==> src/rtl/mul_unit.sv <==
// mul_unit: multi-cycle RV32M multiplier (MUL, MULH, MULHSU, MULHU) in EX.
// The counter and the latched funct3 go to the hazard detection unit, which
// stalls the front of the pipe until the op's completion value is reached.
// Optional macro MUL_ZERO_SKIP_EN: if either operand is zero at start, the
// arithmetic steps are skipped (counter 1 -> 5) while completion timing is kept.
module mul_unit #(
  parameter int unsigned LAT_LO = 6,
  parameter int unsigned LAT_HI = 7
) (
  input  logic        clk,
  input  logic        reset,
  input  logic        mul,
  input  logic        kill,
  input  logic [2:0]  funct3,
  input  logic [31:0] rs1_data,
  input  logic [31:0] rs2_data,
  output logic [2:0]  counter,
  output logic [2:0]  op_funct3,
  output logic        busy,
  output logic        done,
  output logic [31:0] result
);

  localparam int unsigned CW   = 3;   // counter width
  localparam int unsigned OPW  = 33;  // sign-extended operand width
  localparam int unsigned CHW  = 10;  // signed chunk width (9-bit chunk + sign)
  localparam int unsigned PPW  = 43;  // partial product width (OPW + CHW)
  localparam int unsigned ACCW = 66;  // accumulator width

  logic [OPW-1:0]  a_q;
  logic [OPW-1:0]  b_q;
  logic [ACCW-1:0] acc_q;
`ifdef MUL_ZERO_SKIP_EN
  logic            skip_q;
`endif

  logic                   a_sgn_c;
  logic                   b_sgn_c;
  logic                   lo_lat_c;
  logic                   sel_low_c;
  logic [CW-1:0]          lat_c;
  logic [CW-1:0]          cnt_inc_c;
  logic [CHW-1:0]         chunk_c;
  logic signed [PPW-1:0]  a_ext_c;
  logic signed [PPW-1:0]  chunk_ext_c;
  logic signed [PPW-1:0]  pp_c;
  logic [ACCW-1:0]        pp_ext_c;
  logic [ACCW-1:0]        addend_c;

  // Operand signedness at start; illegal funct3 (bit 2 set) behaves as MUL.
  assign a_sgn_c = (funct3 != 3'b011);
  assign b_sgn_c = funct3[2] | ~funct3[1];

  // Completion value and result half for the latched op.
  assign lo_lat_c  = op_funct3[2] | ~op_funct3[1];
  assign sel_low_c = op_funct3[2] | (op_funct3[1:0] == 2'b00);
  assign lat_c     = lo_lat_c ? CW'(LAT_LO) : CW'(LAT_HI);
  assign cnt_inc_c = counter + CW'(1);

  // Pick this step's chunk of B and form the shifted partial product.
  always_comb begin
    chunk_c  = '0;
    addend_c = '0;
    case (counter)
      3'd1:    chunk_c = {2'b00, b_q[7:0]};
      3'd2:    chunk_c = {2'b00, b_q[15:8]};
      3'd3:    chunk_c = {2'b00, b_q[23:16]};
      3'd4:    chunk_c = {b_q[32], b_q[32:24]};
      default: chunk_c = '0;
    endcase
    a_ext_c     = $signed({{(PPW-OPW){a_q[OPW-1]}}, a_q});
    chunk_ext_c = $signed({{(PPW-CHW){chunk_c[CHW-1]}}, chunk_c});
    pp_c        = a_ext_c * chunk_ext_c;
    pp_ext_c    = {{(ACCW-PPW){pp_c[PPW-1]}}, pp_c};
    case (counter)
      3'd1:    addend_c = pp_ext_c;
      3'd2:    addend_c = pp_ext_c << 8;
      3'd3:    addend_c = pp_ext_c << 16;
      3'd4:    addend_c = pp_ext_c << 24;
      default: addend_c = '0;
    endcase
  end

  // Sequencer: start, accumulate, load result, hold, complete or abort.
  always_ff @(posedge clk or posedge reset) begin
    if (reset) begin
      counter   <= '0;
      op_funct3 <= '0;
      busy      <= 1'b0;
      done      <= 1'b0;
      result    <= '0;
      a_q       <= '0;
      b_q       <= '0;
      acc_q     <= '0;
`ifdef MUL_ZERO_SKIP_EN
      skip_q    <= 1'b0;
`endif
    end else if (counter == '0) begin
      done <= 1'b0;
      if (mul && !kill) begin
        op_funct3 <= funct3;
        a_q       <= {a_sgn_c & rs1_data[31], rs1_data};
        b_q       <= {b_sgn_c & rs2_data[31], rs2_data};
        acc_q     <= '0;
        counter   <= CW'(1);
        busy      <= 1'b1;
`ifdef MUL_ZERO_SKIP_EN
        skip_q    <= (rs1_data == '0) || (rs2_data == '0);
`endif
      end
    end else if (kill || done) begin
      counter <= '0;
      busy    <= 1'b0;
      done    <= 1'b0;
    end else begin
      case (counter)
        3'd1, 3'd2, 3'd3, 3'd4: begin
`ifdef MUL_ZERO_SKIP_EN
          if (skip_q) begin
            counter <= CW'(5);
            result  <= '0;
          end else begin
            acc_q   <= acc_q + addend_c;
            counter <= cnt_inc_c;
          end
`else
          acc_q   <= acc_q + addend_c;
          counter <= cnt_inc_c;
`endif
        end
        3'd5: begin
          result  <= sel_low_c ? acc_q[31:0] : acc_q[63:32];
          counter <= cnt_inc_c;
          done    <= (cnt_inc_c == lat_c);
        end
        3'd6: begin
          counter <= cnt_inc_c;
          done    <= (cnt_inc_c == lat_c);
        end
        default: begin
          counter <= '0;
          busy    <= 1'b0;
        end
      endcase
    end
  end

endmodule

==> config.mk <==
export PLATFORM = sky130hd
export DESIGN_NAME = mul_unit
export DESIGN_NICKNAME = d
export VERILOG_FILES = /design/src/rtl/mul_unit.sv
export SDC_FILE = /design/constraint.sdc
export NUM_CORES = 2
export LEC_CHECK = 0
export CAP_MARGIN = 20
export CORE_MARGIN = 2
export CORE_UTILIZATION = 60
export DETAILED_ROUTE_END_ITERATION = 7
export HOLD_SLACK_MARGIN = 0.08
export PLACE_DENSITY = 0.77
export SYNTH_ARGS = -nofsm -noshare
export SYNTH_HDL_FRONTEND = slang
export SYNTH_SLANG_ARGS = --single-unit
==> constraint.sdc <==
create_clock -name clk -period 22.6 [get_ports clk]
set_clock_uncertainty 0.2 [all_clocks]
set_input_delay 2.26 -clock clk [delete_from_list [all_inputs] [get_ports clk]]
set_output_delay 2.26 -clock clk [all_outputs]
set_load 0.005 [all_outputs]
==> run metrics <==
wire per inst=20.1 µm; routed wire length=63100 µm; Comb power frac=75.4%; final hold vios=0; Pins Over Slew Limit=0; DR DRC count=1; Resized cells post-CTS=0; Power per Cell Area=152 nW/µm²; share of the synthesized area in the top cell type=24.2%; pin count of the biggest net entering global routing=126; Root Driver=clkbuf_16; Internal=1.62 mW; worst r2r src=counter[2]; # port buffers=110; post-layout minimum cycle time=10830 ps; grt ovf=0; Hold Crit Class=flip-flop to flip-flop; initial drt markers=1436; initial antenna violation count=1; GR Util All Layers=33.4%; register share of total power=16.1%; core area=37600 µm²; die footprint=39700 µm²; cts bufs inserted=17; CTS Buffer Depth=2; fmax=92.3 MHz; syn_area_per_cell=8.77 µm²; number of diodes=0; Clk network pwr share=8.5%; number of vias per cell=6.05; CP required=22770 ps; die width=199 µm; slew at the pin closest to its max-slew limit=905 ps; Final setup viols=0; Period Utilization, post-route=47.9%; Final Hold Slack=277 ps; TritonCTS clock tree=built; PnR Total Power=3.78 mW; RD Place Congestion=0.974; post-cts hold buffer count=0; number of global-route vias before repair=19298; register area share after synthesis=18.6%; WP data arrival=11010 ps; maximum fanout along the worst path=33; Final Worst Setup Slack=11770 ps; Yosys warning total=0; I/O pins=111; first-pass GRT wire length=102000 µm; Net Count, Synth=3120; NetSw=2.15 mW; CP Class=flip-flop to flip-flop; MaxCap Viol Count=0; Worst-path clk slew=70 ps; synthesized area=22900 µm²; TritonCTS sink count=170; Critical Path End Type=flip-flop; Most used DFF post-synth=dfrtp_1; final non-filler cell total=3131; Peak VDD IR=88.5 µV; status=complete, but fails checks; Setup TNS Final=0 ps; source of the critical timing path=counter[2]; Routed Antenna Nets=0; via count=18936; Top cell by count, worst path=fa_1; failing checks=DRC; post-synthesis register bit count=170; Leakage=11.9 nW; largest cells by area after synthesis=fa_1, dfrtp_1, ha_1; layout cell share with drive strength beyond 1=6.79%; switching share of power=57.1%; post-DP HPWL=49500 µm; Crit-path slowest cell=dfrtp_1; Area growth, synth to finish=8.84%; row cnt=71; post-synth top area cell=fa_1; later-pin clock latency in the skew report=510 ps; H-tree levels=4; ys async rst share=100%; synth unique cells=87; Slew headroom=39.7%; Worst Hold Launch=acc_q[63]; Post-CTS Setup Inserts=0; nets@finish=3118; Die H=199 µm; dpl ws=11950 ps; Placed Cells incl. Taps=3096; RSZ-0062 raised after global routing=no; Syn Inst Count=2609; Initial Util=60.9%; crit start category=flip-flop; Post-synth EDFFs=0; Max stage delay on crit path=580 ps; first-pass iteration count of the detailed router=8
[stage by stage]
step                util (%)  cell area [µm²]
finish                  66.3            24900
floorplan                  -            22900
CTS                     66.1            24800
global route            66.3            24900
global placement        64.4            24200
detailed placement      64.4            24200
[critical path, delay by kind of cell (launching register included)]
family | cells | cell delay, ps
flops | 1 | 580
simple gates | 5 | 1610
fa+ha+maj | 8 | 3490
xor+xnor | 2 | 670
buf+inv | 7 | 1130
compound gates | 16 | 2970
[flip-flops by register name, summed over array words and instances (netlist names)]
signal and count:
result 32, a_q 33, op_funct3 3, acc_q 64, done 1, b_q 33
busy 1, counter 3
[cells by family after synthesis]
| logic type | Yosys count | share of synthesized area (%) |
|---|---|---|
| buffers and inverters | 514 | 8.62 |
| muxes | 100 | 4.74 |
| AOI/OAI and AO/OA | 560 | 16.1 |
| DFF | 170 | 18.6 |
| adders and majority gates | 440 | 33.2 |
| and+or+nand+nor | 720 | 14.8 |
| xor gates and xnor gates | 105 | 4.02 |
[placed cells by master, fill, tap and decap left out, types with 20 or more instances in the layout]
master and n:
inv_1 359, nand2_1 298, fa_1 277, dfrtp_1 170, ha_1 163, a21oi_1 155
and2_1 116, nor2_1 114, o21ai_0 112, clkdlybuf4s50_1 110, nand3_1 80, mux2_2 66
xnor2_1 65, a21o_1 48, xor2_1 40, mux2i_1 34, a22oi_1 27, o21ai_1 26
o21bai_1 22, buf_4 20
[per-layer routing]
layer	up-vias	track usage (%)	share of wire (%)
met1	9463	43.8	41
met4	0	13.8	3.6
met3	152	4.98	6.2
met5	-	0	0
li1	8627	-	-
met2	694	55.7	49
[final cells by class]
type / count / area, µm²
clock buffers: 18 / 439
inverters: 360 / 1360
repair buffers: 133 / 1330
well taps: 511 / 639
fillers: 3108 / 12700
flip-flops and latches: 170 / 4250
clock inverters: 14 / 176
multi-input cells: 1925 / 16700
[cells in the mapped netlist, types with 7 or more instances]
| master | count |
|---|---|
| a221o_1 | 11 |
| a31oi_1 | 12 |
| buf_4 | 7 |
| nand4_1 | 18 |
| buf_1 | 9 |
| nand3_1 | 80 |
| dfrtp_1 | 170 |
| mux2i_1 | 34 |
| ha_1 | 163 |
| nand2b_1 | 18 |
| fa_1 | 277 |
| mux2_2 | 66 |
| o31ai_1 | 8 |
| xnor2_1 | 65 |
| nor3_1 | 17 |
| o22ai_1 | 11 |
| clkbuf_1 | 127 |
| nor2_1 | 115 |
| a22oi_1 | 27 |
| o21ai_0 | 112 |
| o21ai_1 | 26 |
| inv_1 | 360 |
| o21a_1 | 13 |
| nor2b_1 | 12 |
| a222oi_1 | 8 |
| o21bai_1 | 23 |
| a21o_1 | 48 |
| o211ai_1 | 15 |
| nand2_1 | 298 |
| buf_2 | 8 |
| xor2_1 | 40 |
| and2_1 | 116 |
| and3_1 | 15 |
| a221oi_1 | 8 |
| a211oi_1 | 9 |
| a21oi_1 | 163 |
[power by group through the flow]
stage / registers, mW / clock network (mW) / logic (mW)
after floorplan: 0.482 / 0 / 2.13
after global placement: 0.602 / 0 / 2.74
after detailed placement: 0.610 / 0 / 2.80
after CTS: 0.604 / 0.326 / 2.81
after global routing: 0.626 / 0.337 / 3.16
final: 0.609 / 0.321 / 2.85
[worst paths after layout]
| check | end | slack, ps | cells after the start |
|---|---|---|---|
| max | acc_q[50] | 11770 | 38 |
| min | acc_q[63] | 280 | 1 |
| max reg2reg | acc_q[50] | 11770 | 38 |
| min reg2reg | acc_q[63] | 280 | 1 |
| max in group asynchronous | acc_q[46] | 18900 | 3 |
| min in group asynchronous | a_q[28] | 2010 | 2 |
No activity file was read; power rests on OpenSTA's default activity.
